### config.mk
export PLATFORM = sky130hd
export DESIGN_NAME = serialtoparallel_sync
export DESIGN_NICKNAME = d
export VERILOG_FILES = /design/src/rtl/sp_pkg.sv /design/src/rtl/sp_shift_window.sv /design/src/rtl/serialtoparallel_sync.sv
export SDC_FILE = /design/constraint.sdc
export NUM_CORES = 1
export LEC_CHECK = 0
export ABC_CLOCK_PERIOD_IN_PS = 3580
export CORE_UTILIZATION = 45
export CTS_CLUSTER_SIZE = 28
export DETAILED_ROUTE_END_ITERATION = 6
export PLACE_DENSITY = 0.68
export SLEW_MARGIN = 30
export SYNTH_ARGS = -nofsm -noshare
export SYNTH_HDL_FRONTEND = slang
export SYNTH_SLANG_ARGS = --single-unit
export TNS_END_PERCENT = 20
### constraint.sdc
create_clock -name clk_32f -period 3.58 [get_ports clk_32f]
set_clock_uncertainty 0.05 [all_clocks]
set_input_delay 0.716 -clock clk_32f [delete_from_list [all_inputs] [get_ports clk_32f]]
set_output_delay 0.716 -clock clk_32f [all_outputs]
set_load 0.02 [all_outputs]
### src/rtl/sp_pkg.sv
// Shared constants and state encoding for the serial-to-parallel receiver.
package sp_pkg;

  localparam int unsigned BYTE_W = 8;
  localparam int unsigned CNT_W  = 3;

  localparam logic [BYTE_W-1:0] COMMA_DEFAULT = 8'hBC;

  typedef enum logic [1:0] {
    StSearch = 2'd0,
    StAlign  = 2'd1,
    StActive = 2'd2
  } sp_state_e;

endpackage

### src/rtl/sp_shift_window.sv
// Serial shift register exposing the byte that completes on the current edge
// and whether that byte is the comma character.
module sp_shift_window
  import sp_pkg::*;
#(
  parameter logic [BYTE_W-1:0] Comma = COMMA_DEFAULT
) (
  input  logic              clk_i,
  input  logic              rst_i,
  input  logic              data_i,
  output logic [BYTE_W-1:0] window_o,
  output logic              is_comma_o
);

  logic [BYTE_W-1:0] shift_q;
  logic [BYTE_W-1:0] shift_d;

  // The window includes the bit being sampled on this edge.
  always_comb begin
    window_o   = {shift_q[BYTE_W-2:0], data_i};
    is_comma_o = (window_o == Comma);
    shift_d    = window_o;
  end

  always_ff @(posedge clk_i) begin
    if (rst_i) begin
      shift_q <= '0;
    end else begin
      shift_q <= shift_d;
    end
  end

endmodule

### src/rtl/serialtoparallel_sync.sv
// Comma-aligned serial-to-parallel receiver: searches for the comma, locks after
// LOCK_COUNT aligned commas, then emits one byte per 8 bit clocks.
module serialtoparallel_sync
  import sp_pkg::*;
#(
  parameter logic [BYTE_W-1:0] COMMA      = COMMA_DEFAULT,
  parameter int unsigned       LOCK_COUNT = 4
) (
  input  logic              clk_32f,
  input  logic              reset,
  input  logic              data_in,
  output logic [BYTE_W-1:0] data_out,
  output logic              valid_out,
  output logic              byte_strobe,
  output logic              active
);

  localparam logic [3:0] LockCnt = 4'(LOCK_COUNT);

  logic [BYTE_W-1:0] window;
  logic              is_comma;

  sp_shift_window #(
    .Comma (COMMA)
  ) u_window (
    .clk_i      (clk_32f),
    .rst_i      (reset),
    .data_i     (data_in),
    .window_o   (window),
    .is_comma_o (is_comma)
  );

  sp_state_e         state_q;
  logic [CNT_W-1:0]  bit_cnt_q;
  logic [3:0]        comma_cnt_q;
  logic [BYTE_W-1:0] data_q;
  logic              valid_q;
  logic              strobe_q;
  logic              active_q;

  logic       boundary;
  logic [3:0] comma_inc;

  always_comb begin
    boundary  = (bit_cnt_q == CNT_W'(7));
    comma_inc = comma_cnt_q + 4'd1;
  end

  always_ff @(posedge clk_32f) begin
    if (reset) begin
      state_q     <= StSearch;
      bit_cnt_q   <= '0;
      comma_cnt_q <= '0;
      data_q      <= '0;
      valid_q     <= 1'b0;
      strobe_q    <= 1'b0;
      active_q    <= 1'b0;
    end else begin
      bit_cnt_q <= bit_cnt_q + CNT_W'(1);
      strobe_q  <= 1'b0;
      unique case (state_q)
        StSearch: begin
          // A comma anywhere fixes the phase: next boundary is 8 edges later.
          if (is_comma) begin
            bit_cnt_q   <= '0;
            comma_cnt_q <= 4'd1;
            if (LockCnt == 4'd1) begin
              state_q  <= StActive;
              active_q <= 1'b1;
            end else begin
              state_q <= StAlign;
            end
          end
        end
        StAlign: begin
          if (boundary) begin
            if (is_comma) begin
              if (comma_inc >= LockCnt) begin
                comma_cnt_q <= LockCnt;
                state_q     <= StActive;
                active_q    <= 1'b1;
              end else begin
                comma_cnt_q <= comma_inc;
              end
            end else begin
              state_q     <= StSearch;
              comma_cnt_q <= '0;
            end
          end
        end
        StActive: begin
          if (boundary) begin
            data_q   <= window;
            valid_q  <= !is_comma;
            strobe_q <= 1'b1;
          end
        end
        default: state_q <= StSearch;
      endcase
    end
  end

  assign data_out    = data_q;
  assign valid_out   = valid_q;
  assign byte_strobe = strobe_q;
  assign active      = active_q;

endmodule

==> results of run 1 <==
[cells in the mapped netlist (2+ instances only)]
library cell	count	area, um^2
dfxtp_1	27	541
nor2_1	15	56.3
mux2i_1	8	80.1
nor2b_1	8	50.1
nand2_1	5	18.8
a21oi_1	4	20.0
and2_1	4	25.0
clkbuf_1	3	11.3
ha_1	3	37.5
nand3b_1	3	22.5
nor3_1	2	10.0
[metal layers]
| metal | track usage [%] | wire, um | vias to the layer above |
|---|---|---|---|
| met5 | 0 | 0 | - |
| met4 | 4.29 | 10 | 0 |
| met3 | 3.74 | 43 | 2 |
| met2 | 24.4 | 721 | 10 |
| met1 | 21.8 | 855 | 337 |
| li1 | - | - | 369 |
[final timing paths]
kind	start	to
setup reg to reg	bit_cnt_q[0]	data_out[3]
hold / removal	bit_cnt_q[0]	bit_cnt_q[0]
setup / recovery	data_out[4]	data_out[4]
hold reg to reg	bit_cnt_q[0]	bit_cnt_q[0]
[cells by family (layout without fill, tap and decap cells)]
logic type,after synthesis,in the layout,share of synthesized area [%]
and+or+nand+nor,44,44,24.1
muxes,8,8,7.92
DFF,27,27,53.5
buffers and inverters,5,19,1.98
adders and majority gates,3,3,3.71
AOI/OAI and AO/OA,12,12,8.79
[report_power, final]
group / switching (mW) / internal (mW)
Combinational: 0.00685 / 0.00657
Clock: 0.0801 / 0.0434
Sequential: 0.00225 / 0.305
Total: 0.0892 / 0.355
[per-stage QoR]
step	cell area, um^2	power [mW]	worst slack (ns)	hold slack (ns)	cells
floorplan	1010	0.322	1.99	0.358	99
global placement	1170	0.327	1.39	0.387	136
detailed placement	1170	0.327	1.35	0.375	136
CTS	1190	0.450	1.53	0.402	140
global route	1190	0.469	1.47	0.412	140
finish	1190	0.444	1.54	0.397	140
[worst register-to-register path, stage by stage (launching register included)]
cell	delay (ns)
dfxtp_1	0.34
ha_1	0.19
ha_1	0.23
nand3b_1	0.50
mux2i_1	0.26
nor2_1	0.06
[registers in the layout, indices dropped and copies added, names as in the netlist]
signal            cells
state_q               2
data_out              8
active                1
bit_cnt_q             3
byte_strobe           1
u_window.shift_q      7
comma_cnt_q           4
valid_out             1
[layout make-up]
cell class              instances  area share (%)
repair buffers                 14            11.5
flip-flops and latches         27            45.3
clock buffers                   4            2.20
inverters                       1           0.315
multi-input cells              67            37.8
well taps                      27            2.83
==> metrics.txt, run 1 <==
first-pass GRT wire length=2.96 mm; cts hold-fix bufs=0; Sinks on Clock Net=27; post-route minimum period=2.04 ns; FF-to-FF setup slack=1.86 ns; core area=0.00204 mm^2; Crit path max-delay family=buffers and inverters; CP max FO=2; Slew Viols, Final=0; First-pass DRT Iterations=4; Worst IR Drop VDD=0.188 mV; clk_lat worst skew=0.30 ns; Resized Gates After CTS=0; largest net degree at the start of global routing=20; FF/Latch Area=541 um^2; final-stage net count=120; Fin. Hold Viols=0; Syn Inst Count=99; die height=49.4 um; period utilization=56.9%; fraction of layout instances using a drive strength above 1=6.19%; Num CTS Buffers=3; CTS Root Cell=clkbuf_4; actual slew at the worst max-slew pin=0.620 ns; Detailed Place HPWL=1.16 mm; CP startpoint kind=flop; commonest non-fill, non-tap cell in the layout=dfxtp_1; dominant synthesized flop cell=dfxtp_1; via/cell ratio=5.13; routed length per instance=11.6 um; Reg clk slew, reported paths=0.13 ns; footprint of the multi-input gates=450 um^2; Setup Fix Bufs, Post-CTS=0; initial antenna violation count=0; reg2reg path depth=5; row cnt=16; Leak=0.492 nW; number of cells on the critical path=1; Yosys cell types=28; slowest stage cell on the critical path=clkdlybuf4s50_1; CP cell instances=clkdlybuf4s50_1; fin util=58.4%; Remaining DRCs=0; Yosys warnings=0; setup_tns=0 ns; Buffers on Ports=13; Synth Cell Area=0.00101 mm^2; crit path DAT=1.27 ns; relative slew slack=58.5%; gr ovfl total=0; max-cap viol count=0; RSZ-0062 raised after global routing=no; WP data required=2.81 ns; Seq/Total Area, Yosys=53.5%; Net Count, Synth=105; critical setup path kind=flop to output port; Post-synth EDFFs=0; vias in the first global route=688; remaining antenna violation count=0; Initial Util=49.5%; Ports=14; die area=0.00244 mm^2; status=finished, final reports clean; Fillers=213; power per standard cell area=373 mW/mm^2; Async SR Flop Fraction=0%; Vias=718; H-tree Lvls=1; Synth Area per Inst=10.2 um^2; commonest non-fill, non-tap cells in the layout=dfxtp_1, nor2_1, clkdlybuf4s50_1; ant diodes=0; Tightest Hold Check Type=flop to flop; FMAX=491 MHz; WL final=1.63 mm; CP endpoint kind=output port; area grow syn2layout=17.9%; Die X=49.4 um; Final setup viols=0; post-synthesis register bit count=27; Total GRT Usage=15.8%; gp weighted congestion=0.780; clk buf depth=2; Hold Crit Depth=1; CP max stage delay=0.61 ns; CTS tree=yes; DR iter-0 viols=3; Critical path buffers and inverters=1
Note: power is estimated with default switching activity, not from simulation.
==> inputs of run 2 (changes only) <==
ABC_CLOCK_PERIOD_IN_PS = 2000   (was 3580)
clock period = 2 ns   (was 3.58 ns; I/O delays follow)
==> run 2 against run 1 <==
  * Non-clock buffer count grew 3
  * Sequential cell count is the same
  * Global-route usage shrank 0.84 points
  * Final cell count grew 2.1%
  * Sequential share of layout area shrank 0.89 points
  * Via count grew 0.28%
  * Clock power grew 80%
  * Core utilization grew 1.2 points
  * Highest routed layer unchanged
==> metrics.txt, run 2 (synthesis gave the netlist of run 1 again) <==
number of cells on the critical path=1 (unchanged); Remaining DRCs=0 (unchanged); WP data required=1.55 ns (was 2.81 ns); max-cap viol count=0 (unchanged); Post-Place Cells=139 (was 136); Resized Gates After CTS=0 (unchanged); row cnt=16 (unchanged); power per standard cell area=657 mW/mm^2 (was 373 mW/mm^2); Num CTS Buffers=3 (unchanged); Tightest Hold Check Type=flop to flop (unchanged); Sinks on Clock Net=27 (unchanged); crit path DAT=1.28 ns (was 1.27 ns); relative slew slack=74.4% (was 58.5%); fraction of layout instances using a drive strength above 1=9.48% (was 6.19%); Worst IR Drop VDD=0.458 mV (was 0.188 mV); initial antenna violation count=0 (unchanged); gp weighted congestion=0.810 (was 0.780); CP endpoint kind=output port (unchanged); Hold Crit Depth=1 (unchanged); remaining antenna violation count=0 (unchanged); RSZ-0062 raised after global routing=no (unchanged); clk_lat worst skew=0.31 ns (was 0.30 ns); Fin Hold WS=0.394 ns (was 0.397 ns); Fin. Hold Viols=0 (unchanged); status=finished, final reports clean (unchanged); max reg flops=8 (unchanged); Power Total=0.799 mW (was 0.444 mW); clk buf depth=2 (unchanged); area grow syn2layout=20.3% (was 17.9%); largest net degree at the start of global routing=17 (was 20); Setup Fix Bufs, Post-CTS=0 (unchanged); Ports=14 (unchanged); Vias=720 (was 718); reg2reg path depth=6 (was 5); via/cell ratio=5.03 (was 5.13); DR iter-0 viols=8 (was 3); CTS Root Cell=clkbuf_4 (unchanged); setup_tns=0 ns (unchanged); Finished Cell Area=0.00122 mm^2 (was 0.00119 mm^2); commonest non-fill, non-tap cell in the layout=dfxtp_1 (unchanged); first-pass GRT wire length=2.73 mm (was 2.96 mm); period utilization=86.7%; Reg clk slew, reported paths=0.14 ns (was 0.13 ns); cts hold-fix bufs=0 (unchanged); Slew Viols, Final=0 (unchanged); actual slew at the worst max-slew pin=0.381 ns (was 0.620 ns); Critical path buffers and inverters=1 (unchanged); CTS tree=yes (unchanged); Buffers on Ports=13 (unchanged); CP max FO=2 (unchanged); Crit path max-delay family=buffers and inverters (unchanged); FMAX=577 MHz; die height=49.4 um (unchanged); routed length per instance=11.5 um (was 11.6 um); H-tree Lvls=1 (unchanged); CP max stage delay=0.61 ns (about the same); ant diodes=0 (unchanged); Leak=0.509 nW (was 0.492 nW); core area=0.00204 mm^2 (unchanged); Detailed Place HPWL=1.18 mm (was 1.16 mm); First-pass DRT Iterations=4 (unchanged); die area=0.00244 mm^2 (unchanged); Die X=49.4 um (unchanged); CP startpoint kind=flop (unchanged); commonest non-fill, non-tap cells in the layout=dfxtp_1, nor2_1, clkdlybuf4s50_1 (unchanged); final-stage net count=123 (was 120); critical setup path kind=flop to output port (unchanged); Total GRT Usage=14.9% (was 15.8%); placed inst area=0.00119 mm^2 (was 0.00117 mm^2); WL final=1.65 mm (was 1.63 mm); slowest stage cell on the critical path=clkdlybuf4s50_1 (unchanged); gr ovfl total=0 (unchanged); non-filler cells, final=143 (was 140); vias in the first global route=612 (was 688); Initial Util=49.5% (unchanged); post-route minimum period=1.73 ns; Final setup viols=0 (unchanged); CP cell instances=clkdlybuf4s50_1 (unchanged)
run 2: changes by cell type in the layout (fill, tap and decap cells not counted), sizes merged:
cell	previous run	this run
buf	1	4
clkbuf	4	3
clkinv	0	1
run 2: where the power goes:
group / internal [mW] / switching (mW)
Sequential: 0.546 / 0.00398
Combinational: 0.0130 / 0.0126
Clock: 0.0747 / 0.148
run 2: path summary, 6_finish.rpt:
kind / from / end / slack, ns
setup / recovery: data_out[4] / data_out[4] / 0.27
setup reg to reg: bit_cnt_q[0] / comma_cnt_q[0] / 0.41
hold reg to reg: bit_cnt_q[0] / bit_cnt_q[0] / 0.39
hold / removal: bit_cnt_q[0] / bit_cnt_q[0] / 0.39
run 2: layer usage:
metal,global-route usage (%),wire length [um]
met5,0,0
met4,7.14,12
met3,3.74,48
met2,20.5,727
met1,21.4,862
run 2: worst reg2reg max path, delay by kind of cell (launching register included):
family          cells  cell delay [ns]
compound gates      3             0.60
flops               1             0.36
fa+ha+maj           2             0.36
simple gates        1             0.16
run 2: final cells by class:
class	instances	area, um^2
Clock buffer	3	22.5
Inverter	1	3.75
Clock inverter	1	5.00
Fill cell	187	826
Tap cell	27	33.8
Timing Repair Buffer	17	160
Sequential cell	27	541
Multi-Input combinational cell	67	450
run 2: metrics by stage:
stage	setup WS (ns)	utilization [%]
floorplan	0.562	-
global placement	0.194	58.2
detailed placement	0.145	58.2
CTS	0.257	59.6
global route	0.208	59.6
finish	0.267	59.6
==> inputs of run 3 (changes only) <==
GPL_ROUTABILITY_DRIVEN = 0   (was default)
==> results of run 3 <==
Same layout as run 2: the final DEF is identical, and so are final timing and power.
